--- config.mk ---
export PLATFORM = sky130hd
export DESIGN_NAME = exram_portb_arbiter
export DESIGN_NICKNAME = d
export VERILOG_FILES = /design/src/rtl/exram_pkg.sv /design/src/rtl/rr_pick.sv /design/src/rtl/exram_portb_arbiter.sv
export SDC_FILE = /design/constraint.sdc
export NUM_CORES = 1
export LEC_CHECK = 0
export ABC_AREA = 1
export CAP_MARGIN = 10
export CORE_AREA = 2 2 93 104
export CTS_CLUSTER_DIAMETER = 120
export DETAILED_ROUTE_END_ITERATION = 12
export DIE_AREA = 0 0 95 106
export PLACE_DENSITY_LB_ADDON = 0.2
export SYNTH_ARGS = -nofsm -noshare
export SYNTH_HDL_FRONTEND = slang
export SYNTH_SLANG_ARGS = --single-unit
--- constraint.sdc ---
create_clock -name clk -period 3.5 [get_ports clk]
set_input_delay 1.05 -clock clk [delete_from_list [all_inputs] [get_ports clk]]
set_output_delay 1.05 -clock clk [all_outputs]
set_load 0.01 [all_outputs]
--- src/rtl/exram_pkg.sv ---
// EXRAM memory map shared by mem_cpu and the port B arbiter.
// Constants and small types only; no ports.
package exram_pkg;

   localparam int EXRAM_ADDR_W = 16;
   localparam int EXRAM_DATA_W = 16;

   localparam logic [15:0] INSTRUCTION_MEM = 16'h0000;
   localparam logic [15:0] DATA_STACK      = 16'hC000;
   localparam logic [15:0] IO_MEM          = 16'hCFFD;
   localparam logic [15:0] SWITCHES_LOC    = 16'hCFFE;
   localparam logic [15:0] LEDS_LOC        = 16'hCFFF;

   localparam int BURST_W = 8;
   typedef logic [BURST_W-1:0] burst_cnt_t;

endpackage

--- src/rtl/rr_pick.sv ---
// Round-robin picker: first set req bit at or after ptr, modulo NREQ.
// Ports: ptr, req in; gnt_oh (one-hot), idx, any out. Combinational.
module rr_pick #(
   parameter int NREQ = 4
) (
   input  logic [$clog2(NREQ)-1:0] ptr,
   input  logic [NREQ-1:0]         req,
   output logic [NREQ-1:0]         gnt_oh,
   output logic [$clog2(NREQ)-1:0] idx,
   output logic                    any
);

   localparam int PW = $clog2(NREQ);
   localparam logic [PW:0] N_W = (PW+1)'(NREQ);

   logic [PW:0] cand;

   // Scan offsets from farthest to nearest so the nearest hit wins.
   always_comb begin
      idx  = '0;
      cand = '0;
      for (int i = NREQ - 1; i >= 0; i--) begin
         cand = {1'b0, ptr} + (PW+1)'(i);
         if (cand >= N_W) cand = cand - N_W;
         if (req[cand[PW-1:0]]) idx = cand[PW-1:0];
      end
      any    = |req;
      gnt_oh = '0;
      for (int k = 0; k < NREQ; k++) begin
         gnt_oh[k] = any && (idx == PW'(k));
      end
   end

endmodule

--- src/rtl/exram_portb_arbiter.sv ---
// Round-robin arbiter driving EXRAM port B for NREQ requesters,
// with lockable bursts (bounded by MAX_BURST) and IO-window write filter.
// Ports: clk, reset (sync, active high); req/lock/we/addr/wdata per
// requester; gnt, rvalid, rdata, wr_blocked back to requesters;
// mem_addr/mem_data/mem_wren to EXRAM port B, mem_q from it.
module exram_portb_arbiter
   import exram_pkg::*;
#(
   parameter int NREQ      = 4,
   parameter int ADDR_W    = EXRAM_ADDR_W,
   parameter int DATA_W    = EXRAM_DATA_W,
   parameter logic [ADDR_W-1:0] IO_MEM = ADDR_W'(exram_pkg::IO_MEM),
   parameter int MAX_BURST = 8
) (
   input  logic                     clk,
   input  logic                     reset,
   input  logic [NREQ-1:0]          req,
   input  logic [NREQ-1:0]          lock,
   input  logic [NREQ-1:0]          we,
   input  logic [NREQ*ADDR_W-1:0]   addr,
   input  logic [NREQ*DATA_W-1:0]   wdata,
   output logic [NREQ-1:0]          gnt,
   output logic [NREQ-1:0]          rvalid,
   output logic [DATA_W-1:0]        rdata,
   output logic                     wr_blocked,
   output logic [ADDR_W-1:0]        mem_addr,
   output logic [DATA_W-1:0]        mem_data,
   output logic                     mem_wren,
   input  logic [DATA_W-1:0]        mem_q
);

   localparam int PW = $clog2(NREQ);
   localparam logic [PW-1:0] LAST = PW'(NREQ - 1);
   localparam burst_cnt_t MAX_B = burst_cnt_t'(MAX_BURST);

   logic [PW-1:0]   ptr_q, ptr_d;
   logic [PW-1:0]   owner_q, owner_d;
   logic            owner_valid_q, owner_valid_d;
   burst_cnt_t      burst_cnt_q, burst_cnt_d;
   logic [NREQ-1:0] rvalid_q, rvalid_d;
   logic            wr_blocked_q, wr_blocked_d;

   logic [ADDR_W-1:0] addr_a  [NREQ];
   logic [DATA_W-1:0] wdata_a [NREQ];

   logic [NREQ-1:0] rr_oh, owner_oh;
   logic [PW-1:0]   rr_idx, winner;
   logic            rr_any, hold, gnt_any;
   logic            win_we, win_io;
   logic [ADDR_W-1:0] win_addr;

   rr_pick #(.NREQ(NREQ)) u_pick (
      .ptr    (ptr_q),
      .req    (req),
      .gnt_oh (rr_oh),
      .idx    (rr_idx),
      .any    (rr_any)
   );

   always_comb begin
      for (int i = 0; i < NREQ; i++) begin
         addr_a[i]  = addr[i*ADDR_W +: ADDR_W];
         wdata_a[i] = wdata[i*DATA_W +: DATA_W];
         owner_oh[i] = (owner_q == PW'(i));
      end
   end

   // Arbitration and memory drive.
   always_comb begin
      hold = owner_valid_q & req[owner_q] & lock[owner_q]
           & (burst_cnt_q < MAX_B);
      gnt_any  = rr_any & ~reset;
      winner   = hold ? owner_q : rr_idx;
      win_we   = we[winner];
      win_addr = addr_a[winner];
      win_io   = (win_addr >= IO_MEM);

      gnt      = '0;
      mem_addr = '0;
      mem_data = '0;
      mem_wren = 1'b0;
      if (gnt_any) begin
         gnt      = hold ? owner_oh : rr_oh;
         mem_addr = win_addr;
         mem_data = wdata_a[winner];
         mem_wren = win_we & ~win_io;
      end
   end

   // Next state.
   always_comb begin
      ptr_d         = ptr_q;
      owner_d       = owner_q;
      owner_valid_d = owner_valid_q;
      burst_cnt_d   = burst_cnt_q;
      rvalid_d      = gnt & ~we;
      wr_blocked_d  = gnt_any & win_we & win_io;
      if (gnt_any) begin
         ptr_d         = (winner == LAST) ? '0 : winner + 1'b1;
         owner_d       = winner;
         owner_valid_d = lock[winner];
         if ((winner == owner_q) && owner_valid_q) begin
            // Saturate so a long sole-requester run never re-arms the lock.
            burst_cnt_d = (burst_cnt_q == '1) ? burst_cnt_q
                                              : burst_cnt_q + 8'd1;
         end else begin
            burst_cnt_d = 8'd1;
         end
      end else begin
         owner_valid_d = 1'b0;
      end
   end

   always_ff @(posedge clk) begin
      if (reset) begin
         ptr_q         <= '0;
         owner_q       <= '0;
         owner_valid_q <= 1'b0;
         burst_cnt_q   <= '0;
         rvalid_q      <= '0;
         wr_blocked_q  <= 1'b0;
      end else begin
         ptr_q         <= ptr_d;
         owner_q       <= owner_d;
         owner_valid_q <= owner_valid_d;
         burst_cnt_q   <= burst_cnt_d;
         rvalid_q      <= rvalid_d;
         wr_blocked_q  <= wr_blocked_d;
      end
   end

   // Responses are masked during reset so an access granted just before
   // reset never reports completion.
   assign rvalid     = rvalid_q & {NREQ{~reset}};
   assign wr_blocked = wr_blocked_q & ~reset;
   assign rdata      = mem_q;

endmodule

# Word level (Yosys, flattened, before mapping)
# Cells that the tools add are included.
# op_classes
add_sub_neg,9
n_lt_le_gt_ge,13
eq_ne,10
n_mux,39
bitwise,15
n_reduce_logical,10
# ops
operator,n
$mux W16,6
$bmux W16 S2,2
$mux W2,10
$lt A2 B3 Y1 const B,6
$bmux W1 S2,8
$ge A16 B16 Y1 const B,1
$mux W8,2
$ge A3 B3 Y1 const B,4
$eq A2 B2 Y1 const B,5
$mux W1,9
$add A8 B1 Y8 const B,1
$and A1 B1 Y1,8
$and A4 B4 Y4,2
$eq A8 B8 Y1 const B,1
$lt A8 B4 Y1 const B,1
$mux W4,2
$sub A2 B1 Y2 const B,4
$add A2 B2 Y3 const B,2
$logic_and A1 B1 Y1,5
$eq A2 B1 Y1 const B,2
$logic_not A2 Y1,2
$not A4 Y4,1
$reduce_or A4 Y1,1
$add A2 B1 Y3 const B,1
other kinds (8),10
# word_totals
ff_bits,18
input_bits,158
out_inout_bits,58
wordCells,102

# Logic depth before layout (Yosys ltp)
# depth
word_depth,18
mapped_depth,19
depth_no_buf,18

# Modules after synthesis
# Synthesis repeated with hierarchy kept, for this count alone.
# unflattened
cells_unflattened,515
area_unflattened_um2,2733.9
# modules_own_cells
module,n_inst,cells_per_inst,area_per_inst_um2,seq_area_each_um2
exram_portb_arbiter,1,449,2452.4,360.3
rr_pick,1,66,281.5,0.0

# Worst setup path before layout
# No wires, ideal clock.
# synth_timing
path_kind,input to output
from,input req[3]
to,output mem_data[11]
arrival_time_ns,2.551
t_required_ns,2.450
slack_ns,-0.101
path_stages,12
path_buffers,2
cell_sequence,inv_1 o21ai_1 nand2_1 nand3_1 nand3_1 nand3_4 nand2_4 inv_2 buf_2 buf_1 o21bai_1 a21oi_1
# synth_via
elab_chain_cells,12
elab_cells_between_ends,25
classes_between,mux (19); bitwise (5); reduce/logical (1)
# synth_lines
element,line_no,text
from (decl),exram_portb_arbiter.sv:17,"input logic [NREQ-1:0] req,"
$bmux W1 S2,rr_pick.sv:25,if (req[cand[PW-1:0]]) idx = cand[PW-1:0];
$mux W1 (implied by the code),rr_pick.sv:25,
$mux W2 (4 in series),rr_pick.sv:25,
$mux W2,exram_portb_arbiter.sv:73,winner = hold ? owner_q : rr_idx;
$not A2 Y3 (implied by the code),exram_portb_arbiter.sv:85,mem_data = wdata_a[winner];
$bmux W16 S2,exram_portb_arbiter.sv:85,
$mux W16 (implied by the code) (2 in series),exram_portb_arbiter.sv:85,
$mux W16 (*),exram_portb_arbiter.sv:82,if (gnt_any) begin
to (decl),exram_portb_arbiter.sv:27,"output logic [DATA_W-1:0] mem_data,"
# Mark *: on every way between the ends. The rest lies on a longest branch, timed or not. The select of a mux whose other input is x is not followed.

# Final worst setup path
# layout_timing
from,input req[2]
to,output mem_wren
# layout_via
elab_chain_cells,15
elab_cells_between_ends,30
classes_between,order compare (1); mux (21); bitwise (7); reduce/logical (1)
# layout_lines
element,line_no,text
$bmux W1 S2,rr_pick.sv:25,
$mux W1 (implied by the code),rr_pick.sv:25,
$mux W2 (4 in series),rr_pick.sv:25,
$mux W2,exram_portb_arbiter.sv:73,
$not A2 Y3 (implied by the code),exram_portb_arbiter.sv:75,win_addr = addr_a[winner];
$bmux W16 S2,exram_portb_arbiter.sv:75,
$mux W16 (implied by the code) (2 in series),exram_portb_arbiter.sv:75,
$ge A16 B16 Y1,exram_portb_arbiter.sv:76,win_io = (win_addr >= IO_MEM);
$not A1 Y1,exram_portb_arbiter.sv:86,mem_wren = win_we & ~win_io;
$and A1 B1 Y1,exram_portb_arbiter.sv:86,
$mux W1 (*),exram_portb_arbiter.sv:82,
to (decl),exram_portb_arbiter.sv:28,"output logic mem_wren,"
# Marked as above.

==> results.json <==
{
  "drc": 0,
  "yosys.area_share.adder_pct": 0.461,
  "max_slew.worst_pin.slew_ns": 0.329,
  "row_count": 37,
  "cts_made_buffers": 3,
  "grt_antenna_before_repair": 0,
  "fin_tns_setup_ns": -13.19,
  "hold_ws_ns": 0.521,
  "violations": "setup timing",
  "synth.area.mux_share_pct": 0,
  "status": "finished with violations",
  "drt-vias-per-instance": 5.21,
  "fmax_ghz": 0.240,
  "powerDensity_nw_per_um2": 1200,
  "worstSetupStartpointType": "primary input",
  "crit_path_end_kind": "primary output",
  "cp_slowest_cell": "nor2_2",
  "nNetsFinal": 912,
  "hold_path_class": "register to register",
  "synth_top_family_by_area": "simple AND/OR/NAND/NOR gates",
  "cts_tree": "yes",
  "cts_sinks": 18,
  "io_pins": 216,
  "syn_avg_cell_area_um2": 5.58,
  "critical_path_class": "primary input to primary output",
  "io_buffers": 183,
  "ant_nets": 0,
  "synth-xor-area-share_pct": 1.61,
  "synth_compound_area_share_pct": 18.4,
  "grt_first_pass_wirelength_um": 21600,
  "die_y_um": 106,
  "finalPower_mw": 7.67,
  "core_area_um2": 9120,
  "path_delay_family": "simple AND/OR/NAND/NOR gates",
  "drive_gt1_share_pct": 43.5,
  "finalSetupViolCount": 37,
  "fill_cells": 681,
  "wirelength_um": 14700,
  "synthToLayoutAreaGrowth_pct": 135,
  "drv_cap": 0,
  "root_buffer": "clkbuf_8",
  "timing.critical_path.fanout_max": 5,
  "finalHoldViolations": 0,
  "ctsHtreeMaxLevel": 1,
  "synthSimpleGateAreaFrac_pct": 51.4,
  "syn_nets": 645,
  "gr-total-overflow": 0,
  "required_ns": 2.45,
  "drt_iter0_markers": 202,
  "synth_seq_area_share_pct": 13.3,
  "insertion_delay_ns": 0.27,
  "ys_seq_elements": 18,
  "cts.clk_slew.worst_paths_ns": 0.08,
  "post_drt_wl_per_cell_um": 17.0,
  "mappedNetlistArea_um2": 2710,
  "ctsHoldBuffers": 0,
  "cp_num_buf_inv": 7,
  "syn_inst": 486,
  "insertedDiodeCount": 0,
  "grt_max_degree": 26,
  "hpwl_um": 9390,
  "max_stage_delay_ns": 0.14,
  "die_x_um": 95,
  "fin_ws_ns": -0.673,
  "ir_worst_vdd_v": 0.000652,
  "slew_headroom_pct": 78.0,
  "min_period_ns": 4.17,
  "grt_pass1_vias": 4433,
  "rsz0062_at_grt": "yes",
  "worst_path_most_repeated_cell": "nand2_2",
  "yosys_warnings": 0,
  "clock_skew_ns": 0.00393,
  "start_util_pct": 29.7,
  "finalWeightedCongestion": 0.895,
  "grt_usage_pct": 27.0,
  "vias": 4526,
  "ys_types": 40,
  "critical_path.cell_chain": "buf_8 > inv_4 > nand2_4 > buf_6 > nand3_2 > nand2_2 > nand3_2 > nand2_2 > nand2_4 > nand3_4 > nand2_8 > buf_6 > buf_12 > buf_16 > nand2_4 > nand3_2 > nand2_2 > nor2_1 > nand2_1 > nor2_2 > nand2_2 > nand2_2 > nor2_2 > buf_2",
  "worstPathArrival_ns": 3.12,
  "clock_path_buffers": 2,
  "p_leak_nw": 2.81,
  "period_share_pct": 119,
  "dr.pass1.iters": 4,
  "die-area_um2": 10100,
  "final_max_slew_viol_count": 0
}
## metal layers
metal / routed length (um) / up-vias / global-route usage (%)
met3: 823 / 61 / 4.39
met5: 0 / - / 0
met1: 5260 / 2090 / 29.4
met4: 769 / 0 / 12.4
li1: - / 2158 / -
met2: 7890 / 217 / 50.0
## final cells by class
cell class | count | area (um^2) | area share (%)
Timing Repair Buffer | 306 | 3130 | 49.0
Multi-Input combinational cell | 391 | 2550 | 39.9
Tap cell | 117 | 146 | 2.29
Clock buffer | 4 | 55.1 | 0.863
Sequential cell | 18 | 362 | 5.67
Inverter | 33 | 144 | 2.25
## placed cells by master (no fill, tap or decap), types with 7 or more instances in the layout
cell	Yosys	routed
o21ai_0	30	21
buf_2	10	29
buf_12	0	10
o21ai_1	12	17
or2_2	8	8
nor2_4	2	11
dfxtp_1	18	17
nor2_2	2	11
inv_2	5	7
nand3_1	85	38
a21oi_2	0	8
nand2_1	99	62
nand2_2	2	26
nand2_4	2	14
buf_4	20	71
buf_6	3	31
nand3_2	2	47
clkdlybuf4s50_1	0	138
inv_1	26	20
buf_16	0	7
o211ai_1	8	8
buf_8	0	10
nor2_1	78	60
a21oi_1	21	13
## worst register-to-register path: stages (launching register included)
cell	delay, ns
dfxtp_2	0.49
inv_1	0.20
nand2_4	0.11
buf_6	0.09
nand3_2	0.06
nand2_2	0.07
nand3_2	0.09
nand2_2	0.09
nand2_4	0.06
nand3_4	0.12
buf_6	0.13
buf_12	0.14
buf_16	0.13
nand3_1	0.10
nand3_2	0.09
nand2_2	0.07
nor2_2	0.11
nand2_1	0.07
nor2_2	0.14
nand2_2	0.08
buf_4	0.14
buf_4	0.12
buf_4	0.12
a21oi_1	0.12
## power by group
part / switching (mW) / leakage, nW / internal [mW]
Sequential: 0.0589 / 0.147 / 0.251
Combinational: 3.36 / 2.63 / 3.81
Clock: 0.0882 / 0.0288 / 0.100
## registers in the layout, indices dropped and copies added, names as in the netlist
name,flops
burst_cnt_q,8
rvalid_q,4
owner_q,2
ptr_q,2
owner_valid_q,1
wr_blocked_q,1
## cell families (layout without fill, tap and decap cells)
logic type / Yosys count / in the layout
simple gates: 300 / 300
buf+inv: 77 / 343
xor+xnor: 5 / 5
flops: 18 / 18
compound gates: 85 / 85
fa+ha+maj: 1 / 1
## path summary, 6_finish.rpt
check,from,end,slack (ns),cells after the start
worst max-delay path,req[2],mem_wren,-0.67,24
worst min-delay path,burst_cnt_q[2],burst_cnt_q[2],0.52,2
worst max register to register,ptr_q[0],wr_blocked_q,0.49,23
worst min register to register,burst_cnt_q[2],burst_cnt_q[2],0.52,2
## timing repair
item	CTS	global route
endpoints found under the setup margin	41	37
cloned	10	2
pin swaps	56	31
gates resized for setup	307	83
setup buffers	35	16
## Yosys cell counts, drive strengths merged
library cell / number / area, um^2
nand2: 103 / 407
nand3: 89 / 480
nor2: 82 / 328
o21ai: 42 / 210
buf: 34 / 238
inv: 32 / 123
a21oi: 22 / 121
dfxtp: 18 / 360
clkbuf: 10 / 37.5
o21bai: 10 / 86.3
nand4: 8 / 62.6
o211ai: 8 / 60.1
or2: 8 / 50.1
nand3b: 4 / 30.0
nor3: 4 / 25.0
xor2: 4 / 35.0
a31oi: 1 / 6.26
a41oi: 1 / 8.76
and2: 1 / 6.26
clkinv: 1 / 3.75
ha: 1 / 12.5
nor4: 1 / 6.26
o22ai: 1 / 6.26
xnor2: 1 / 8.76
## metrics by stage
step	setup slack [ns]	util (%)	area (um^2)	cells
4_1_cts	-0.560	65.5	5970	856
2_1_floorplan	-0.0314	-	2770	486
6_report	-0.673	70.0	6380	869
5_1_grt	-0.793	70.0	6380	869
3_3_place_gp	-1.36	55.6	5070	812
3_5_place_dp	-1.44	55.6	5070	812
No activity file was read; power rests on OpenSTA's default activity.
